===== src/rtl/irq_req_capture_pkg.sv =====
// Shared constants, vector types and output-FSM state encoding for the
// request-capture stage feeding the 8-to-3 priority encoder.
package irq_req_capture_pkg;

  localparam int IRQ_N = 8;
  localparam int IRQ_W = 3;

  typedef logic [IRQ_N-1:0] irq_vec_t;
  typedef logic [IRQ_W-1:0] irq_id_t;

  typedef enum logic {
    ST_IDLE    = 1'b0,
    ST_PRESENT = 1'b1
  } irq_state_t;

endpackage


===== src/rtl/irq_prio_pick.sv =====
// Combinational highest-set-bit picker: index N-1 has the highest priority,
// id is 0 when nothing is set.
module irq_prio_pick
  import irq_req_capture_pkg::*;
#(
  parameter int N = IRQ_N,
  parameter int W = IRQ_W
) (
  input  logic [N-1:0] i_elig,
  output logic         o_any,
  output logic [W-1:0] o_id
);

  assign o_any = |i_elig;

  // Ascending scan so the last (highest) set index overwrites lower ones.
  always_comb begin
    o_id = '0;
    for (int i = 0; i < N; i++) begin
      if (i_elig[i]) o_id = W'(i);
    end
  end

endmodule


===== src/rtl/irq_req_capture.sv =====
// Edge-detecting request capture with per-line mask and a registered
// valid/ack id output. Optional sticky overflow flag under IRQ_CAPTURE_OVF_EN.
module irq_req_capture
  import irq_req_capture_pkg::*;
#(
  parameter int N = IRQ_N,
  parameter int W = IRQ_W
) (
  input  logic         clk,
  input  logic         rst,
  input  logic [N-1:0] req,
  input  logic [N-1:0] mask,
  output logic         irq_valid,
  output logic [W-1:0] irq_id,
  input  logic         irq_ack,
  output logic [N-1:0] pending,
  input  logic         ovf_clr,
  output logic         ovf
);

  logic [N-1:0] r_req_q;
  logic [N-1:0] r_pending;
  irq_state_t   r_state;
  logic [W-1:0] r_id;

  logic [N-1:0] w_edge;
  logic         w_hs;
  logic [N-1:0] w_clr_vec;
  logic [N-1:0] w_elig;
  logic         w_any;
  logic [W-1:0] w_pick_id;
  irq_state_t   w_state_nxt;
  logic [W-1:0] w_id_nxt;

  assign w_edge    = req & ~r_req_q;
  assign w_hs      = (r_state == ST_PRESENT) & irq_ack;
  assign w_clr_vec = w_hs ? (N'(1) << r_id) : '0;
  // Edges landing this cycle are deliberately excluded: they reach elig one
  // cycle later through the pending register.
  assign w_elig    = r_pending & ~mask & ~w_clr_vec;

  irq_prio_pick #(
    .N (N),
    .W (W)
  ) u_pick (
    .i_elig (w_elig),
    .o_any  (w_any),
    .o_id   (w_pick_id)
  );

  // Stage p0: raw request history and pending capture (set beats clear).
  always_ff @(posedge clk) begin
    if (rst) begin
      r_req_q   <= '0;
      r_pending <= '0;
    end else begin
      r_req_q   <= req;
      r_pending <= (r_pending & ~w_clr_vec) | w_edge;
    end
  end

  always_comb begin
    w_state_nxt = r_state;
    w_id_nxt    = r_id;
    case (r_state)
      ST_IDLE: begin
        w_id_nxt = w_pick_id;
        if (w_any) w_state_nxt = ST_PRESENT;
      end
      ST_PRESENT: begin
        // Frozen until acknowledged; no withdrawal on mask or higher arrival.
        if (w_hs) begin
          w_id_nxt    = w_pick_id;
          w_state_nxt = w_any ? ST_PRESENT : ST_IDLE;
        end
      end
      default: begin
        w_state_nxt = ST_IDLE;
        w_id_nxt    = '0;
      end
    endcase
  end

  // Stage p1: registered presentation.
  always_ff @(posedge clk) begin
    if (rst) begin
      r_state <= ST_IDLE;
      r_id    <= '0;
    end else begin
      r_state <= w_state_nxt;
      r_id    <= w_id_nxt;
    end
  end

  assign irq_valid = (r_state == ST_PRESENT);
  assign irq_id    = r_id;
  assign pending   = r_pending;

`ifdef IRQ_CAPTURE_OVF_EN
  logic r_ovf;
  logic w_ovf_set;

  // A fresh edge on a line still pending (and not being acked now) is lost.
  assign w_ovf_set = |(w_edge & r_pending & ~w_clr_vec);

  always_ff @(posedge clk) begin
    if (rst)            r_ovf <= 1'b0;
    else if (w_ovf_set) r_ovf <= 1'b1;
    else if (ovf_clr)   r_ovf <= 1'b0;
  end

  assign ovf = r_ovf;
`else
  logic w_unused_ovf_clr;
  assign w_unused_ovf_clr = ovf_clr;
  assign ovf              = 1'b0;
`endif

endmodule


===== config.mk =====
export PLATFORM = sky130hd
export DESIGN_NAME = irq_req_capture
export DESIGN_NICKNAME = d
export VERILOG_FILES = /design/src/rtl/irq_req_capture_pkg.sv /design/src/rtl/irq_prio_pick.sv /design/src/rtl/irq_req_capture.sv
export SDC_FILE = /design/constraint.sdc
export NUM_CORES = 1
export LEC_CHECK = 0
export ABC_AREA = 1
export BUFFER_PORTS_ARGS = -buffer_cell sky130_fd_sc_hd__buf_4
export CAP_MARGIN = 5
export CORE_MARGIN = 2
export CORE_UTILIZATION = 46
export DETAILED_ROUTE_END_ITERATION = 6
export PLACE_DENSITY_LB_ADDON = 0.3
export SKIP_CTS_REPAIR_TIMING = 1
export SLEW_MARGIN = 20
export SYNTH_ARGS = -nofsm -noshare
export SYNTH_HDL_FRONTEND = slang
export SYNTH_SLANG_ARGS = --single-unit

===== constraint.sdc =====
create_clock -name clk -period 1.5 [get_ports clk]
set_clock_uncertainty 0.05 [all_clocks]
set_input_delay 0.15 -clock clk [delete_from_list [all_inputs] [get_ports clk]]
set_output_delay 0.15 -clock clk [all_outputs]
set_load 0.05 [all_outputs]

==> run_summary.xml <==
<?xml version="1.0" encoding="UTF-8"?>
<metrics>
  <group name="outcome">
    <metric name="status" unit="">completed</metric>
  </group>
  <group name="layout">
    <metric name="fin_cells" unit="">169</metric>
    <metric name="antennaDiodeCount" unit="">0</metric>
    <metric name="final.fill_count" unit="">160</metric>
    <metric name="sequential_cell_area" unit="sq um">405</metric>
    <metric name="drive_gt1_frac" unit="">0.319</metric>
    <metric name="layout.nets" unit="">165</metric>
    <metric name="multi_input_area" unit="sq um">342</metric>
    <metric name="areaGrowthSynthToFinish" unit="%">35.6</metric>
  </group>
  <group name="logic_synthesis">
    <metric name="post_synth_main_area_contributors" unit="">sky130_fd_sc_hd__dfxtp_1 49%, sky130_fd_sc_hd__nand2_1 11%, sky130_fd_sc_hd__inv_1 7.8%</metric>
    <metric name="synth-main-ff-cell" unit="">sky130_fd_sc_hd__dfxtp_1</metric>
    <metric name="synth_most_common_cell" unit="">sky130_fd_sc_hd__nand2_1</metric>
    <metric name="syn-cell-area" unit="sq um">820</metric>
    <metric name="post_synthesis_cell_type_with_the_largest_combined_area" unit="">sky130_fd_sc_hd__dfxtp_1</metric>
    <metric name="netlist_instances" unit="">112</metric>
    <metric name="synth-seq-area-share" unit="">0.489</metric>
    <metric name="synth-edff-count" unit="">0</metric>
    <metric name="synth.avg_cell_area" unit="sq um">7.32</metric>
    <metric name="yosysWarningCount" unit="">0</metric>
    <metric name="flip_flop_and_latch_count_after_synthesis" unit="">20</metric>
    <metric name="syn-num-nets" unit="">132</metric>
    <metric name="async_reset_ff_frac" unit="">0</metric>
    <metric name="synth.top_cell.area_share" unit="">0.489</metric>
    <metric name="synth.lib_cells_used.distinct" unit="">23</metric>
    <metric name="synthTopCellsByCount" unit="">24 x sky130_fd_sc_hd__nand2_1, 20 x sky130_fd_sc_hd__dfxtp_1, 17 x sky130_fd_sc_hd__inv_1, 16 x sky130_fd_sc_hd__nor2_1, 6 x sky130_fd_sc_hd__a21oi_1</metric>
  </group>
  <group name="critical_path">
    <metric name="worst_setup_end_kind" unit="">register</metric>
    <metric name="crit-reg2reg-launch" unit="">irq_id[2]$_SDFFE_PP0P_</metric>
    <metric name="worstPathMaxFanout" unit="">5</metric>
    <metric name="reg2reg_depth" unit="">8</metric>
    <metric name="cp.required" unit="ns">1.63</metric>
    <metric name="startpoint_type" unit="">register</metric>
    <metric name="crit_type" unit="">register to register</metric>
    <metric name="r2r_setup_slk" unit="ns">0.13</metric>
    <metric name="arrival" unit="ns">1.50</metric>
    <metric name="critical_path.reg2reg.endpoint" unit="">irq_valid$_SDFF_PP0_</metric>
  </group>
  <group name="job">
    <metric name="max_cap_violations" unit="">0</metric>
  </group>
  <group name="timing">
    <metric name="fmax" unit="GHz">0.733</metric>
    <metric name="min_period_over_period" unit="">0.910</metric>
    <metric name="final.min_clock_period" unit="ns">1.37</metric>
    <metric name="unrepaired_setup_endpoints_after_global_routing" unit="">no</metric>
    <metric name="finalHoldViolations" unit="">0</metric>
    <metric name="total_neg_setup_slack" unit="ns">0</metric>
    <metric name="drv_slew" unit="">0</metric>
    <metric name="finalSetupViolations" unit="">0</metric>
  </group>
  <group name="clock_network">
    <metric name="worst_skew_pair.late_latency" unit="ns">0.29</metric>
    <metric name="path_clk_slew" unit="ns">0.11</metric>
    <metric name="tritoncts_clock_tree" unit="">yes</metric>
    <metric name="cts.path.max_buffers" unit="">2</metric>
    <metric name="clockRootBuffer" unit="">sky130_fd_sc_hd__clkbuf_4</metric>
    <metric name="tritoncts.num_buffers" unit="">3</metric>
    <metric name="cts.sinks" unit="">20</metric>
    <metric name="htreeDepth" unit="">1</metric>
  </group>
  <group name="placement">
    <metric name="placement.io_buffers" unit="">30</metric>
    <metric name="detailed_place_hpwl" unit="microns">1400</metric>
    <metric name="placed_cell_count" unit="">165</metric>
    <metric name="gpl.final_weighted_congestion" unit="">0.822</metric>
  </group>
  <group name="route">
    <metric name="postRouteAntennaNets" unit="">0</metric>
    <metric name="detail_route.iter0.violations" unit="">12</metric>
    <metric name="vias_per_cell" unit="">4.63</metric>
    <metric name="drtPass1Iterations" unit="">4</metric>
    <metric name="drc" unit="">0</metric>
    <metric name="routed_wirelength" unit="microns">1710</metric>
    <metric name="route.detailed.wl_per_inst" unit="microns">10.1</metric>
    <metric name="detailroute.via_count" unit="">783</metric>
  </group>
  <group name="min_path">
    <metric name="hold-path-endpoint" unit="">r_req_q[7]$_SDFF_PP0_</metric>
    <metric name="hold_class" unit="">input pin to register</metric>
    <metric name="timing.hold.worst.start" unit="">req[7]</metric>
    <metric name="min_delay_path_depth" unit="">3</metric>
  </group>
  <group name="floorplanning">
    <metric name="core-area" unit="sq um">1710</metric>
    <metric name="num_rows" unit="">15</metric>
    <metric name="design.portCount" unit="">33</metric>
    <metric name="starting_utilization_of_the_core_area" unit="">0.480</metric>
    <metric name="floorplan.die_area" unit="sq um">2140</metric>
    <metric name="fp.dieW" unit="microns">46.2</metric>
    <metric name="die_height" unit="microns">46.2</metric>
  </group>
  <group name="power_and_ir_drop">
    <metric name="p_leak" unit="nW">0.584</metric>
    <metric name="vdd.ir_drop.worst" unit="mV">0.699</metric>
    <metric name="power-per-cell-area" unit="nW/um^2">1160</metric>
  </group>
  <group name="global_routing">
    <metric name="first_global_vias" unit="">725</metric>
    <metric name="global_route_usage_over_all_layers" unit="">0.183</metric>
    <metric name="grt_antenna_before_repair" unit="">0</metric>
    <metric name="gr-total-overflow" unit="">0</metric>
    <metric name="grt_start_max_net_pins" unit="">13</metric>
    <metric name="grt_first_pass_wirelength" unit="microns">2820</metric>
  </group>
</metrics>
==> worst max-delay path: stages (launching register included) <==
cell                      delay, ns
sky130_fd_sc_hd__dfxtp_2       0.39
sky130_fd_sc_hd__nand3_2       0.13
sky130_fd_sc_hd__o21ai_1       0.19
sky130_fd_sc_hd__nor2_1        0.07
sky130_fd_sc_hd__nor2_2        0.10
sky130_fd_sc_hd__and2_4        0.15
sky130_fd_sc_hd__nand2_2       0.04
sky130_fd_sc_hd__nand2_2       0.06
sky130_fd_sc_hd__nand2_1       0.06
==> metal layers <==
layer / track usage / routed length (microns)
met1: 0.228 / 769
met5: 0 / 0
met3: 0.0392 / 74
met4: 0.0571 / 14
met2: 0.311 / 846
==> registers in the layout, summed over array words and instances, names as in the netlist <==
name	count
irq_valid	1
pending	8
irq_id	3
r_req_q	8
==> layout make-up <==
type                       count  share of cell area
multi-input combinational     71               0.307
sequential                    20               0.365
timing repair buffer          30               0.203
tap                           25              0.0282
inverter                      19              0.0642
clock buffer                   4              0.0327
==> per-stage QoR <==
| stage | area, sq um | power [mW] | util | setup WS, ns | hold slack, ns |
|---|---|---|---|---|---|
| final | 1110 | 1.29 | 0.651 | 0.135 | 0.0114 |
| after global routing | 1110 | 1.36 | 0.651 | 0.0329 | 0.00840 |
| after CTS | 1110 | 1.30 | 0.648 | 0.121 | 0.000251 |
| after detailed placement | 1070 | 1.00 | 0.626 | 0.131 | 0.311 |
| after global placement | 1070 | 0.992 | 0.626 | 0.173 | 0.303 |
| after floorplan | 825 | 0.880 | - | 0.0722 | 0.205 |
==> cells in the final DEF (no fill, tap or decap), drive strengths merged <==
cell type	instances
nor2	19
and2	2
buf	30
clkinv	1
nand3	1
o31ai	1
o211ai	1
o22ai	5
a21oi	6
conb	1
inv	18
nand2	26
or2	2
clkbuf	4
nand3b	1
o21ai	6
dfxtp	20
==> worst max path at each step <==
stage | depth (start not counted) | slack (ns) | end | start
6_report | 8 | 0.13 | irq_valid$_SDFF_PP0_ | irq_id[2]$_SDFFE_PP0P_
5_1_grt | 7 | 0.03 | irq_valid$_SDFF_PP0_ | irq_id[2]$_SDFFE_PP0P_
4_1_cts | 7 | 0.12 | irq_valid$_SDFF_PP0_ | irq_valid$_SDFF_PP0_
3_5_place_dp | 7 | 0.13 | irq_valid$_SDFF_PP0_ | irq_valid$_SDFF_PP0_
3_3_place_gp | 7 | 0.17 | irq_valid$_SDFF_PP0_ | irq_id[2]$_SDFFE_PP0P_
2_1_floorplan | 8 | 0.07 | irq_valid$_SDFF_PP0_ | irq_id[2]$_SDFFE_PP0P_
==> kinds of logic (layout without fill, tap and decap cells) <==
logic type | after synthesis | in the layout | synth area share
AO/OA/AOI/OAI | 19 | 19 | 0.130
buffers and inverters | 21 | 53 | 0.101
flip-flops | 20 | 20 | 0.489
other | 1 | 1 | 0.00458
AND/OR/NAND/NOR | 51 | 51 | 0.276
==> where the power goes <==
| group | leakage [nW] | internal (mW) | switching (mW) |
|---|---|---|---|
| sequential | 0.168 | 0.582 | 0.0389 |
| combinational | 0.395 | 0.131 | 0.239 |
| clock | 0.0210 | 0.148 | 0.154 |
No activity file was read; power rests on OpenSTA's default activity.
